$ cat src/rtl/multiplier_arbiter.sv
// Purpose  : shares one external pipelined signed multiplier among NUM_REQ
//            requesters using round-robin grants, and routes each product
//            back to the requester that issued it.
// Latency  : a transfer at edge t raises resp_valid for the cycle after edge
//            t+MUL_DEPTH. One product per cycle.
// Backpress: req_ready is a combinational one-hot grant. Responses cannot be
//            stalled, so a requester must take its result on the pulse.
//
// Ports:
//   clk, reset            clock; asynchronous active-high reset
//   req_valid/req_a/req_b per-requester operands, packed [i*WIDTH +: WIDTH]
//   req_ready             one-hot grant, zero while reset is high
//   mul_a/mul_b, mul_p    operands to, and product from, the external multiplier
//   resp_valid/resp_data  one-hot owner pulse and the registered product
//   idle                  no product in flight and no response pulse
module multiplier_arbiter #(
   parameter int WIDTH     = 16,
   parameter int MUL_DEPTH = 2,
   parameter int NUM_REQ   = 4
) (
   input  logic                       clk,
   input  logic                       reset,
   input  logic [NUM_REQ-1:0]         req_valid,
   input  logic [NUM_REQ*WIDTH-1:0]   req_a,
   input  logic [NUM_REQ*WIDTH-1:0]   req_b,
   output logic [NUM_REQ-1:0]         req_ready,
   output logic [WIDTH-1:0]           mul_a,
   output logic [WIDTH-1:0]           mul_b,
   input  logic [2*WIDTH-1:0]         mul_p,
   output logic [NUM_REQ-1:0]         resp_valid,
   output logic [2*WIDTH-1:0]         resp_data,
   output logic                       idle
);

   localparam int IDW = (NUM_REQ > 1) ? $clog2(NUM_REQ) : 1;

   logic [IDW-1:0]       rr_ptr;
   logic [IDW-1:0]       gnt_id;
   logic                 gnt_found;
   logic                 xfer;
   logic [WIDTH-1:0]     a_arr [NUM_REQ];
   logic [WIDTH-1:0]     b_arr [NUM_REQ];
   logic [MUL_DEPTH-1:0] tag_vld;
   logic [IDW-1:0]       tag_id [MUL_DEPTH];

   for (genvar i = 0; i < NUM_REQ; i++) begin : g_unpack
      assign a_arr[i] = req_a[i*WIDTH +: WIDTH];
      assign b_arr[i] = req_b[i*WIDTH +: WIDTH];
   end

   // Cyclic search starting at rr_ptr. rr_ptr + k is below 2*NUM_REQ, so a
   // single conditional subtract is enough to wrap the index.
   always_comb begin
      logic [IDW:0]   sum;
      logic [IDW-1:0] idx;
      gnt_found = 1'b0;
      gnt_id    = '0;
      sum       = '0;
      idx       = '0;
      for (int k = 0; k < NUM_REQ; k++) begin
         sum = {1'b0, rr_ptr} + (IDW+1)'(k);
         if (sum >= (IDW+1)'(NUM_REQ)) begin
            sum = sum - (IDW+1)'(NUM_REQ);
         end
         idx = sum[IDW-1:0];
         if (!gnt_found && req_valid[idx]) begin
            gnt_found = 1'b1;
            gnt_id    = idx;
         end
      end
   end

   // A grant always completes: ready is only raised on a valid requester.
   assign xfer = gnt_found & ~reset;

   always_comb begin
      req_ready = '0;
      mul_a     = '0;
      mul_b     = '0;
      if (xfer) begin
         req_ready = NUM_REQ'(1) << gnt_id;
         mul_a     = a_arr[gnt_id];
         mul_b     = b_arr[gnt_id];
      end
   end

   // Moving past the winner gives the next requester priority; a lone
   // requester is still found again by the cyclic search.
   always_ff @(posedge clk or posedge reset) begin
      if (reset) begin
         rr_ptr <= '0;
      end else if (xfer) begin
         rr_ptr <= (gnt_id == IDW'(NUM_REQ-1)) ? '0 : gnt_id + IDW'(1);
      end
   end

   // Owner tags travel alongside the multiplier pipeline; the last stage
   // lines up with mul_p. The multiplier itself has no reset, so clearing
   // the valid bits is what discards its in-flight products.
   always_ff @(posedge clk or posedge reset) begin
      if (reset) begin
         tag_vld <= '0;
         for (int k = 0; k < MUL_DEPTH; k++) begin
            tag_id[k] <= '0;
         end
      end else begin
         tag_vld[0] <= xfer;
         tag_id[0]  <= gnt_id;
         for (int k = 1; k < MUL_DEPTH; k++) begin
            tag_vld[k] <= tag_vld[k-1];
            tag_id[k]  <= tag_id[k-1];
         end
      end
   end

   always_ff @(posedge clk or posedge reset) begin
      if (reset) begin
         resp_valid <= '0;
         resp_data  <= '0;
      end else if (tag_vld[MUL_DEPTH-1]) begin
         resp_valid <= NUM_REQ'(1) << tag_id[MUL_DEPTH-1];
         resp_data  <= mul_p;
      end else begin
         resp_valid <= '0;
      end
   end

   assign idle = ~|tag_vld & ~|resp_valid;

endmodule
$ cat config.mk
export PLATFORM = sky130hd
export DESIGN_NAME = multiplier_arbiter
export DESIGN_NICKNAME = d
export VERILOG_FILES = /design/src/rtl/multiplier_arbiter.sv
export SDC_FILE = /design/constraint.sdc
export NUM_CORES = 1
export LEC_CHECK = 0
export BUFFER_PORTS_ARGS = -buffer_cell sky130_fd_sc_hd__buf_4
export CAP_MARGIN = 20
export CELL_PAD_IN_SITES_DETAIL_PLACEMENT = 1
export CELL_PAD_IN_SITES_GLOBAL_PLACEMENT = 1
export CORE_ASPECT_RATIO = 0.8
export CORE_UTILIZATION = 30
export DETAILED_ROUTE_END_ITERATION = 10
export PLACE_DENSITY_LB_ADDON = 0.1
export SYNTH_ARGS = -nofsm -noshare
export SYNTH_HDL_FRONTEND = slang
export SYNTH_SLANG_ARGS = --single-unit
$ cat constraint.sdc
create_clock -name clk -period 3.38 [get_ports clk]
set_clock_uncertainty 0.15 [all_clocks]
set_input_delay 0.169 -clock clk [delete_from_list [all_inputs] [get_ports clk]]
set_output_delay 0.169 -clock clk [all_outputs]
set_load 0.01 [all_outputs]
==> metrics.md <==
| Metric | Value |
|---|---|
| Residual DRC count | 0 |
| Dpl hpwl | 8.07 mm |
| Synth Cell Area | 0.00294 mm2 |
| Synth-to-Final Area Change | 78.0% |
| Mapped Cells | 224 |
| Hold Crit Class | reg2reg |
| Compound-cell area share of the yosys netlist | 14.6% |
| Yosys top cell by area | dfrtp_1 |
| Final setup viols | 0 |
| Most frequent cells in the layout | buf_4 (241), mux2i_1 (65), dfrtp_1 (44), mux2_2 (33), dlygate4sd3_1 (33) |
| # rows | 31 |
| Synth area leaders | dfrtp_1 (37%), mux2i_1 (22%), o22ai_2 (13%) |
| Port buffer count | 238 |
| Cell Pwr Density | 466 mW/mm2 |
| Worst VDD drop | 191 uV |
| Hold Path Depth | 0 |
| Slowest cell on crit path | dfrtp_1 |
| # IOs | 239 |
| Inserted Diodes | 0 |
| CTS Buf Count | 5 |
| Final core occ | 56.4% |
| WHS Endpoint | tag_id[0]$_DFF_PP0_ |
| Syn Nets | 394 |
| Root Buffer Master | clkbuf_16 |
| Grt ovf | 0 |
| Setup TNS | 0 ns |
| Largest family of logic cells by synthesized area | multiplexers |
| Vias | 2913 |
| Final Cell Area | 0.00523 mm2 |
| Share of layout cells above drive strength 1 | 65.6% |
| Routed WL | 10.8 mm |
| Maximum clock frequency | 381 MHz |
| Share of the synthesized area in the top cell type | 37.5% |
| Req. time, crit path | 3.06 ns |
| Main synth FF type | dfrtp_1 |
| Worst slew pin tran | 0.579 ns |
| Post-synthesis mux area share | 34.8% |
| Initial antenna violation count | 0 |
| Final hold viol count | 0 |
| Seq/Total Area, Yosys | 37.5% |
| H-tree depth | 2 |
| Die H | 90.5 um |
| P_leak | 2.64 nW |
| Period utilization | 77.6% |
| Worst R2R Setup Slack | 1.35 ns |
| Ys Warns | 0 |
| Number of synthesized flops with an enable pin | 0 |
| Core area | 0.00927 mm2 |
| Commonest non-fill, non-tap cell in the layout | buf_4 |
| Bufs on Longest Clock Path | 2 |
| Yosys reg bits | 44 |
| Chip Width | 113 um |
| First-pass DRT Iterations | 4 |
| Crit start category | register |
| Wire length per cell | 17.9 um |
| Worst EP arrival | 2.30 ns |
| Kind of end point of the critical path | output port |
| Final worst slack | 0.757 ns |
| First-pass GRT wire length | 16.8 mm |
| Clock-pin slew on the worst setup and hold paths | 0.06 ns |
| Pins Over Slew Limit | 0 |
| Delay-heaviest family, CP | simple AND/OR/NAND/NOR gates |
| Post-Synth Adder-Cell Area | 1.70% |
| Area after DPL | 0.00474 mm2 |
| Initial Util | 31.7% |
| Final Power | 2.44 mW |
| Clock period minus worst slack | 2.62 ns |
| R2r endpoint | rr_ptr[0]$_DFFE_PP0P_ |
| Status | completed |
| Largest net degree at the start of global routing | 51 |
| Post-Synth XOR/XNOR Area | 0% |
| Crit Path Category | reg2out |
| Syn_area_per_cell | 13.1 um2 |
| # nets final | 659 |
| Number of global-route vias before repair | 3309 |
| Full die area | 0.0102 mm2 |
| All-Layer GR Usage | 21.1% |
| RSZ-0062 raised after global routing | no |
| Synth cell types | 31 |
| Max_slew headroom | 61.4% |
| CTS tree | done |
| WP buf/inv | 1 |
| Reg2reg path depth | 5 |
| Total setup buffers inserted after CTS | 0 |
| MaxCap Viol Count | 0 |
| Min-delay src | tag_id[2]$_DFF_PP0_ |
| Worst path cell trace | mux2i_1 > nor2_1 > nor3_4 > nand2_4 > o22ai_2 > buf_4 |
| Place WS | 1.05 ns |
| Max incr delay on CP | 0.46 ns |
| Number of vias per cell | 4.82 |
| Final GP Congestion | 0.759 |
| First-iteration detailed-routing DRC count | 68 |
| CTS Sinks | 44 |
| Share of synthesized registers carrying an async set or reset | 100% |
| Maximum fanout along the worst path | 33 |
| Worst-Skew Late Latency | 0.28 ns |
| R2R Path Start | rr_ptr[1]$_DFFE_PP0P_ |
| Simple-gate portion of the synthesized area | 4.81% |
| Final ANT Viol Nets | 0 |
## metrics by stage
step / std cells / hold slack, ns
after floorplan: 224 / 0.130
after global placement: 564 / 0.185
after detailed placement: 564 / 0.200
after CTS: 604 / 0.214
after global routing: 604 / 0.214
final: 604 / 0.208
## synth_stat cells, types with 3 or more instances
cell and n:
o22ai_2 30, buf_2 3, buf_6 7, dfrtp_1 44
mux2i_1 65, ha_1 4, mux2_2 33, and2_1 4
buf_8 3
## how the worst max path moves through the flow
stage | from | end | slack [ns] | cells past startpoint
after floorplan | reset | mul_a[0] | 1.35 | 4
after global placement | rr_ptr[1]$_DFFE_PP0P_ | mul_b[15] | 1.14 | 7
after detailed placement | rr_ptr[1]$_DFFE_PP0P_ | mul_b[15] | 1.05 | 7
after CTS | rr_ptr[1]$_DFFE_PP0P_ | mul_a[15] | 0.72 | 7
after global routing | rr_ptr[1]$_DFFE_PP0P_ | mul_a[7] | 0.56 | 7
final | rr_ptr[1]$_DFFE_PP0P_ | mul_a[7] | 0.76 | 6
## per-layer routing
metal  vias up  global-route usage [%]  routed length (um)
met1      1423                    20.7                3600
met4         0                    3.00                  53
li1       1369                       -                   -
met5         -                       0                   0
met3         6                    7.25                 788
met2       115                    42.8                6350
## power breakdown
part | internal, mW | switching, mW | leakage (nW)
combinational | 0.696 | 0.584 | 2.04
sequential | 0.606 | 0.0538 | 0.521
clock | 0.310 | 0.188 | 0.0760
## layout make-up
| class | instances | area, um2 |
|---|---|---|
| clock buffers | 7 | 153 |
| well taps | 115 | 144 |
| flip-flops and latches | 44 | 1100 |
| multi-input cells | 159 | 1650 |
| fillers | 1028 | 4040 |
| repair buffers | 275 | 2160 |
| inverters | 4 | 15.0 |
## state kept, by name (all words and copies together), names as in the netlist
| signal | count |
|---|---|
| resp_data | 32 |
| resp_valid | 4 |
| tag_id | 4 |
| rr_ptr | 2 |
| tag_vld | 2 |
## logic make-up after synthesis
kind of cell	count (synthesis)
AND/OR/NAND/NOR	20
flip-flops	44
AO/OA/AOI/OAI	37
adder cells (fa/ha/maj)	4
buffers and inverters	21
multiplexers	98
## timing repair
item,4_1_cts,5_1_grt
hold buffers,33,0
endpoints found under the hold margin,77,0
gates resized for setup,0,0
Power figures use the tool's default switching activity.
